--- src/rtl/q1_scan_reader_pkg.sv ---
// Shared state encoding, strobe levels and parameter defaults for the Q1 scan reader.
package q1_scan_reader_pkg;

  localparam int ADDR_W_DEFAULT     = 15;
  localparam int FIFO_DEPTH_DEFAULT = 4;

  localparam logic STRB_IDLE = 1'b0;
  localparam logic STRB_READ = 1'b1;

  typedef enum logic [1:0] {
    ST_IDLE  = 2'd0,
    ST_FETCH = 2'd1,
    ST_DRAIN = 2'd2
  } scan_state_t;

endpackage

--- src/rtl/q1_scan_reader_byte_fifo.sv ---
// Small synchronous show-ahead FIFO with flush; DEPTH must be a power of two.
module q1_scan_reader_byte_fifo #(
  parameter int DEPTH = 4,
  parameter int WIDTH = 8
) (
  input  logic                     clk,
  input  logic                     reset_n,
  input  logic                     push,
  input  logic [WIDTH-1:0]         push_data,
  input  logic                     pop,
  input  logic                     flush,
  output logic [WIDTH-1:0]         head_data,
  output logic [$clog2(DEPTH):0]   count,
  output logic                     empty
);

  localparam int PTR_W = $clog2(DEPTH);
  localparam int CNT_W = PTR_W + 1;

  logic [WIDTH-1:0] mem [DEPTH];
  logic [PTR_W-1:0] wr_ptr;
  logic [PTR_W-1:0] rd_ptr;
  logic             full;
  logic             do_push;
  logic             do_pop;

  assign empty   = (count == '0);
  assign full    = (count == CNT_W'(DEPTH));
  assign do_pop  = pop && !empty;
  // A push into a full FIFO is fine as long as the head leaves on the same edge.
  assign do_push = push && (!full || do_pop);
  assign head_data = empty ? '0 : mem[rd_ptr];

  always_ff @(posedge clk) begin
    if (do_push) begin
      mem[wr_ptr] <= push_data;
    end
  end

  always_ff @(posedge clk or negedge reset_n) begin
    if (!reset_n) begin
      wr_ptr <= '0;
      rd_ptr <= '0;
      count  <= '0;
    end else if (flush) begin
      wr_ptr <= '0;
      rd_ptr <= '0;
      count  <= '0;
    end else begin
      if (do_push) wr_ptr <= wr_ptr + PTR_W'(1);
      if (do_pop)  rd_ptr <= rd_ptr + PTR_W'(1);
      unique case ({do_push, do_pop})
        2'b10:   count <= count + CNT_W'(1);
        2'b01:   count <= count - CNT_W'(1);
        default: count <= count;
      endcase
    end
  end

endmodule

--- src/rtl/q1_scan_reader.sv ---
// Sequential reader on the Q1 memory port: fetches length bytes from start_addr and
// streams them through a small FIFO to a valid/ready consumer.
module q1_scan_reader
  import q1_scan_reader_pkg::*;
#(
  parameter int ADDR_W     = ADDR_W_DEFAULT,
  parameter int FIFO_DEPTH = FIFO_DEPTH_DEFAULT
) (
  input  logic              clk,
  input  logic              reset_n,
  input  logic              start,
  input  logic [ADDR_W-1:0] start_addr,
  input  logic [ADDR_W-1:0] length,
  input  logic              abort,
  output logic              busy,
  output logic              done,
  output logic              Q1_CLOCK,
  output logic [ADDR_W-1:0] Q1_ADDRESS,
  input  logic [7:0]        Q1_DATA_IN,
  output logic              out_valid,
  output logic [7:0]        out_data,
  input  logic              out_ready
);

  localparam int CNT_W = $clog2(FIFO_DEPTH) + 1;

  scan_state_t       state;
  logic [ADDR_W-1:0] next_addr;
  logic [ADDR_W-1:0] remaining;
  logic [CNT_W-1:0]  fifo_count;
  logic              fifo_empty;
  logic              pop;
  logic [CNT_W:0]    projected;
  logic              issue;

  assign out_valid = !fifo_empty;
  assign pop       = out_valid && out_ready;

  // Occupancy after this edge; a strobe issued now lands one edge later, so it needs a free slot then.
  assign projected = {1'b0, fifo_count} + {{CNT_W{1'b0}}, Q1_CLOCK} - {{CNT_W{1'b0}}, pop};
  assign issue     = (state == ST_FETCH) && (remaining != '0) &&
                     (projected < (CNT_W+1)'(FIFO_DEPTH));

  q1_scan_reader_byte_fifo #(
    .DEPTH (FIFO_DEPTH),
    .WIDTH (8)
  ) u_fifo (
    .clk       (clk),
    .reset_n   (reset_n),
    .push      (Q1_CLOCK),
    .push_data (Q1_DATA_IN),
    .pop       (pop),
    .flush     (abort),
    .head_data (out_data),
    .count     (fifo_count),
    .empty     (fifo_empty)
  );

  always_ff @(posedge clk or negedge reset_n) begin
    if (!reset_n) begin
      state      <= ST_IDLE;
      busy       <= 1'b0;
      done       <= 1'b0;
      Q1_CLOCK   <= STRB_IDLE;
      Q1_ADDRESS <= '0;
      next_addr  <= '0;
      remaining  <= '0;
    end else begin
      done     <= 1'b0;
      Q1_CLOCK <= STRB_IDLE;
      if (abort) begin
        state     <= ST_IDLE;
        busy      <= 1'b0;
        remaining <= '0;
      end else begin
        unique case (state)
          ST_IDLE: begin
            if (start) begin
              if (length != '0) begin
                state     <= ST_FETCH;
                busy      <= 1'b1;
                next_addr <= start_addr;
                remaining <= length;
              end else begin
                done <= 1'b1;
              end
            end
          end
          ST_FETCH: begin
            if (issue) begin
              Q1_CLOCK   <= STRB_READ;
              Q1_ADDRESS <= next_addr;
              next_addr  <= next_addr + ADDR_W'(1);
              remaining  <= remaining - ADDR_W'(1);
              if (remaining == ADDR_W'(1)) state <= ST_DRAIN;
            end
          end
          ST_DRAIN: begin
            // Last byte leaves only once the final strobe has landed and the FIFO pops to empty.
            if (pop && (fifo_count == CNT_W'(1)) && (Q1_CLOCK == STRB_IDLE)) begin
              done  <= 1'b1;
              busy  <= 1'b0;
              state <= ST_IDLE;
            end
          end
          default: state <= ST_IDLE;
        endcase
      end
    end
  end

endmodule

--- config.mk ---
export PLATFORM = sky130hd
export DESIGN_NAME = q1_scan_reader
export DESIGN_NICKNAME = d
export VERILOG_FILES = /design/src/rtl/q1_scan_reader_pkg.sv /design/src/rtl/q1_scan_reader_byte_fifo.sv /design/src/rtl/q1_scan_reader.sv
export SDC_FILE = /design/constraint.sdc
export NUM_CORES = 1
export LEC_CHECK = 0
export BUFFER_PORTS_ARGS = -buffer_cell sky130_fd_sc_hd__buf_2
export CORE_MARGIN = 1
export CORE_UTILIZATION = 53
export CTS_BUF_LIST = sky130_fd_sc_hd__clkbuf_2
export DETAILED_ROUTE_END_ITERATION = 12
export PLACE_DENSITY = 0.78
export SKIP_CTS_REPAIR_TIMING = 1
export SLEW_MARGIN = 0
export SYNTH_ARGS = -nofsm -noshare
export SYNTH_HDL_FRONTEND = slang
export SYNTH_SLANG_ARGS = --single-unit
--- constraint.sdc ---
create_clock -name clk -period 3.09 [get_ports clk]
set_clock_uncertainty 0.05 [all_clocks]
set_input_delay 0.618 -clock clk [delete_from_list [all_inputs] [get_ports clk]]
set_output_delay 0.618 -clock clk [all_outputs]
set_load 0.01 [all_outputs]
* Yosys cells after proc, flatten, opt, wreduce, memory -nomap -nowiden *
Memories as Yosys holds them, arrays and structs flattened.
Cells that the tools add are included.
Widths: inputs -> output; s select.

storage, ports and cells
  bits in registers = 57
  bits in writable memories = 32
  input bits = 43
  output and inout port bits = 27
  logic and storage cells = 100
  memories = 1

operators by class
  $add $sub $neg = 8
  $lt $le $gt $ge = 1
  equality and inequality tests = 15
  mux-type cells = 38
  bitwise gates (word level) = 2
  reduce and logical (&&, ||, !) cells = 25

memory list
  memory      depth  bits a word  read ports  clocked after memory_dff  wr ports  line                            RTL
  u_fifo.mem  4      8            1           0                         1         q1_scan_reader_byte_fifo.sv:20  logic [WIDTH-1:0] mem [DEPTH];

operators by type and width
  kind                   number
  $mux 15                7
  $pmux 15 s2            2
  $reduce_bool 15->1     2
  $mux 2                 10
  $add 15x1->15 const B  1
  $eq 15x1->1 const B    1
  $sub 15x1->15 const B  1
  $mux 1                 13
  $ne 3x3->1 const B     4
  $reduce_and 5->1       2
  $reduce_bool 3->1      3
  $mux 8                 1
  $reduce_and 4->1       2
  $logic_and 1x1->1      7
  $ne 2x2->1 const B     3
  $pmux 2 s3             1
  $pmux 3 s2             1
  $reduce_bool 2->1      3
  $add 2x1->2 const B    2
  $add 3x1->4            1
  $eq 2x1->1 const B     2
  $eq 2x2->1 const B     2
  $lt 4x3->1 const B     1
  $pmux 1 s2             2
  other kinds (13)       15

* Depth between registers and ports, before layout *
  depth after elaboration = 9
  depth in mapped cells = 16
  mapped depth without buffers = 14

* Hierarchy *
Synthesis repeated with hierarchy kept, for this count alone.

unflattened totals
  cell total of the unflattened synthesis = 444
  area total of the unflattened synthesis = 4830.9 µm²

modules (own cells, without submodules)
  module                    instances  cells each  area an instance (µm²)
  q1_scan_reader            1          334         3093.0
  q1_scan_reader_byte_fifo  1          110         1737.9

* Worst setup path after synthesis *
Ideal clock, no wire load.

  kind = register to register
  from = register u_fifo.count[0]
  to = register Q1_ADDRESS[0]
  library setup time = 0.125 ns
  arrival time = 3.068 ns
  data required time = 2.915 ns
  slack = -0.152 ns
  cell stages (with the launch flop) = 17
  buffers on the path = 2
  path through = dfrtp_1 inv_1 ha_1 nand2b_1 clkbuf_1 nand2_1 inv_1 ha_1 inv_1 ha_1 and3b_4 o21a_2 o211a_4 nand2_4 nor2_2 buf_6 mux2_2

between the ends
  cells in the longest elaborated chain, start to end = 7
  elaborated cells on any way between the ends = 8

RTL lines
  element                     line                            RTL
  start, declared             q1_scan_reader_byte_fifo.sv:13  output logic [$clog2(DEPTH):0] count,
  start signal, assigned      q1_scan_reader_byte_fifo.sv:53  2'b10: count <= count + CNT_W'(1);
  start signal, assigned      q1_scan_reader_byte_fifo.sv:54  2'b01: count <= count - CNT_W'(1);
  start signal, assigned      q1_scan_reader_byte_fifo.sv:55  default: count <= count;
  $logic_not 3->1             q1_scan_reader_byte_fifo.sv:27  assign empty = (count == '0);
  $logic_not 1->1             q1_scan_reader.sv:36            assign out_valid = !fifo_empty;
  net out_valid               q1_scan_reader.sv:20            output logic out_valid,
  $logic_and 1x1->1           q1_scan_reader.sv:37            assign pop = out_valid && out_ready;
  $sub 4x1->4                 q1_scan_reader.sv:40            assign projected = {1'b0, fifo_count} + {{CNT_W{1'b0}}, Q1_CLOCK} - {{CNT_W{1'b0}}, pop};
  $lt 4x3->1                  q1_scan_reader.sv:42            (projected < (CNT_W+1)'(FIFO_DEPTH));
  $logic_and 1x1->1           q1_scan_reader.sv:41            assign issue = (state == ST_FETCH) && (remaining != '0) &&
  $reduce_and 3->1 (no line)  --
  end signal, assigned        q1_scan_reader.sv:92            Q1_ADDRESS <= next_addr;
  end, declared               q1_scan_reader.sv:18            output logic [ADDR_W-1:0] Q1_ADDRESS,

The timed path passes the listed nets, and every way through them passes these cells.
A chain may end at the register's enable or synchronous reset.

* Worst setup path after layout *
  from = register u_fifo.count[1]
  to = register remaining[10]

between the ends
  cells in the longest elaborated chain, start to end = 8
  elaborated cells on any way between the ends = 9

RTL lines
  element                                                              line                  RTL
  parallel branches: the longest is 3 deep, another holds $add 3x1->4  --
  $sub 4x1->4 *                                                        q1_scan_reader.sv:40
  $lt 4x3->1 *                                                         q1_scan_reader.sv:42
  $logic_and 1x1->1 *                                                  q1_scan_reader.sv:41
  $ne 3x3->1 (no line) *                                               --
  $reduce_and 4->1 (no line) *                                         --
  end signal, assigned                                                 q1_scan_reader.sv:83  remaining <= length;
  end signal, assigned                                                 q1_scan_reader.sv:94  remaining <= remaining - ADDR_W'(1);
  end, declared                                                        q1_scan_reader.sv:29  logic [ADDR_W-1:0] remaining;

Every way passes the cells marked *.

==> results.yml <==
sta:
  rsz0062_at_grt: "no"
  fin_crit_ns: 2.948
  setup_viol: 0
  clock.fmax_ghz: 0.3393
  slew_headroom_pct: 56.42
  worstMarginPinSlew_ns: 0.6507
  period_share_pct: 95.39
  drv_slew: 0
  worst_hold_slack_ns: 0.1624
  fin_ws_ns: 0.1425
  hold_violations: 0
  finalSetupTns_ns: 0
placed_design:
  gp_congestion: 0.8985
  dpl.hpwl_mm: 6.805
  place_ws_ns: 0.008746
  io_buffer_count: 69
  dp.cells: 570
die:
  fp.dieW_um: 94.99
  rows: 33
  core_um2: 8299
  die-area_um2: 9023
  start_util_pct: 55.22
  io_pins: 70
  die_h_um: 94.99
worst_setup_path:
  r2r_end: "remaining[10]"
  cp.required_ns: 3.54
  startpoint_type: "register"
  reg2reg_from: "u_fifo.count[1]"
  reg2regPathDepth: 15
  crit_end: "remaining[10]"
  critPathKind: "reg -> reg"
  worstPathArrival_ns: 3.40
  path_cells: "inv_1, ha_4, nand2b_1, nand2_1, inv_2, ha_1, inv_1, ha_1, and3b_4, o21a_2, o211a_4, a21oi_4, nor3_2, buf_4, a32o_1"
  cpMaxStageDelayCell: "dfrtp_1"
  crit_path_end_kind: "register"
  critPathLaunch: "u_fifo.count[1]"
  cp_max_fo: 7
  r2r_slack_ns: 0.14
  max_stage_delay_ns: 0.46
synth:
  synth_top_area_cell: "dfrtp_1"
  yosys_warnings: 0
  synth_mux_area_share_pct: 8.272
  synth_xor_area_share_pct: 1.365
  ys_seq_area_share_pct: 52.09
  synth-simple-area-share_pct: 14.93
  ys.flop_type: "dfrtp_1"
  synth_fa_ha_area_share_pct: 3.822
  yosysUniqueCellTypes: 66
  synth_top_area_share_pct: 31.12
  syn_nets: 463
  synth_edf_count: 32
  syn_inst: 406
  synth_compound_area_share_pct: 15.86
  syn_avg_cell_area_um2: 11.29
  synth_top_family_by_area: "compound AO/OA/AOI/OAI gates"
  synth_area_leaders: "dfrtp_1 31%, edfxtp_1 21%, a21oi_1 3.9%, mux4_2 3.9%, ha_1 3.8%"
  synth_async_sr_flop_share_pct: 64.04
  ys_ff_latch: 89
  netlist_area_um2: 4583
hold_path:
  min_path_type: "in -> reg"
  holdPathStages: 1
route:
  routed_wl_mm: 9.549
  viasPerCell: 5.876
  ant_nets: 0
  wl_per_cell_um: 16.18
  drt_iter0_drc: 180
  drt-pass1-iter-count: 4
  num_vias: 3467
  drcViolationCount: 0
power_and_ir_drop:
  p_leak_nw: 2.192
  vdd_drop_max_uv: 398.0
  p_per_area_nw_per_um2: 773.1
  finalPower_w: 0.004072
global_route:
  grt_pass1_vias: 3286
  grt_overflow: 0
  antenna_found_initial: 0
  grtUsageTotal_pct: 23.16
  grt_start_max_net_pins: 43
  grt_pass1_wl_mm: 15.72
clock_tree:
  htreeDepth: 3
  clk_latency_ns: 0.59
  cts_tree: "yes"
  clockBufferDepth: 2
  cts_buffers: 9
  cts_root_buffer: "clkbuf_2"
  clk_pin_slew_ns: 0.27
  cts_sinks: 89
run_status:
  status: "completed"
final_layout:
  area.growth.synth_to_final_pct: 14.93
  stdcell_count: 590
  n_antenna_cell: 0
  finalNetCount: 537
  drive_gt1_share_pct: 28.66
run:
  max-cap-violations: 0
## worst max-delay path: cells and delay by family, from the launching register on
kind	cells	cell delay, ns
AOI/OAI and AO/OA	4	0.95
adders and majority gates	3	0.55
buffers and inverters	4	0.39
DFF	1	0.46
and+or+nand+nor	4	0.47
## kinds of logic (layout without fill, tap and decap cells)
logic type               count (synthesis)  in the layout
adder cells (fa/ha/maj)                 14             14
AO/OA/AOI/OAI                          113            113
XOR/XNOR                                 5              5
multiplexers                            26             26
AND/OR/NAND/NOR                        120            120
buffers and inverters                   39            118
flip-flops                              89             89
## flip-flops by register name, indices dropped and copies added (netlist names)
register       count
u_fifo.mem        32
Q1_ADDRESS        15
next_addr         15
remaining         15
u_fifo.count       3
state              2
u_fifo.rd_ptr      2
u_fifo.wr_ptr      2
Q1_CLOCK           1
busy               1
done               1
## layout make-up
class / count / area (µm²)
clock buffer: 9 / 45.04
fill: 650 / 3032
tap: 105 / 131.4
inverter: 19 / 71.32
sequential: 89 / 2387
timing repair buffer: 83 / 490.5
multi-input combinational: 278 / 2057
clock inverter: 7 / 85.08
## synth_stat cells (9+ instances only)
master,number
a21oi_1,36
and2_1,13
clkbuf_1,9
dfrtp_1,57
edfxtp_1,32
ha_1,14
inv_1,19
mux2_2,15
nand2_1,23
nand3_1,12
nor2_1,18
nor3_1,12
nor4_1,10
o21ai_0,34
## stage by stage
step / cell area (µm²) / utilization, %
after floorplan: 4589 / -
after global placement: 5081 / 61.22
after detailed placement: 5081 / 61.22
after CTS: 5211 / 62.79
after global routing: 5268 / 63.47
final: 5268 / 63.47
## placed cells by master, fill, tap and decap left out, types with 4 or more instances in the layout
| cell | netlist | layout |
|---|---|---|
| o21ai_0 | 34 | 34 |
| o311ai_0 | 8 | 8 |
| inv_1 | 19 | 18 |
| a31oi_1 | 4 | 4 |
| buf_2 | 4 | 69 |
| nor3_1 | 12 | 11 |
| o22ai_1 | 4 | 4 |
| or3_1 | 4 | 4 |
| mux2_2 | 15 | 15 |
| nor2_1 | 18 | 18 |
| dfrtp_1 | 57 | 57 |
| buf_4 | 2 | 10 |
| nand3_1 | 12 | 12 |
| clkbuf_2 | 1 | 9 |
| and3_1 | 4 | 4 |
| mux4_2 | 8 | 8 |
| ha_1 | 14 | 13 |
| nand2_1 | 23 | 23 |
| edfxtp_1 | 32 | 32 |
| a21oi_1 | 36 | 36 |
| nor4_1 | 10 | 10 |
| and2_1 | 13 | 13 |
## worst min path at each step
stage,start,to
floorplan,reset_n,Q1_ADDRESS[0]
global placement,Q1_ADDRESS[9],Q1_ADDRESS[9]
detailed placement,Q1_ADDRESS[9],Q1_ADDRESS[9]
CTS,reset_n,Q1_ADDRESS[8]
global route,Q1_DATA_IN[3],u_fifo.mem[3][3]
finish,Q1_DATA_IN[3],u_fifo.mem[3][3]
## layer usage
layer / global-route usage, % / wire length, µm / vias up
met5: 0 / 0 / -
met4: 7.449 / 145 / 0
met3: 4.750 / 407 / 16
met2: 36.63 / 4703 / 90
met1: 31.99 / 4293 / 1688
li1: - / - / 1673
## report_power, final
part	internal, W	leakage (nW)	switching, W
clock	0.000204	0.0730	0.000443
sequential	0.00150	1.02	0.000301
combinational	0.000774	1.10	0.000852
No activity file was read; power rests on OpenSTA's default activity.
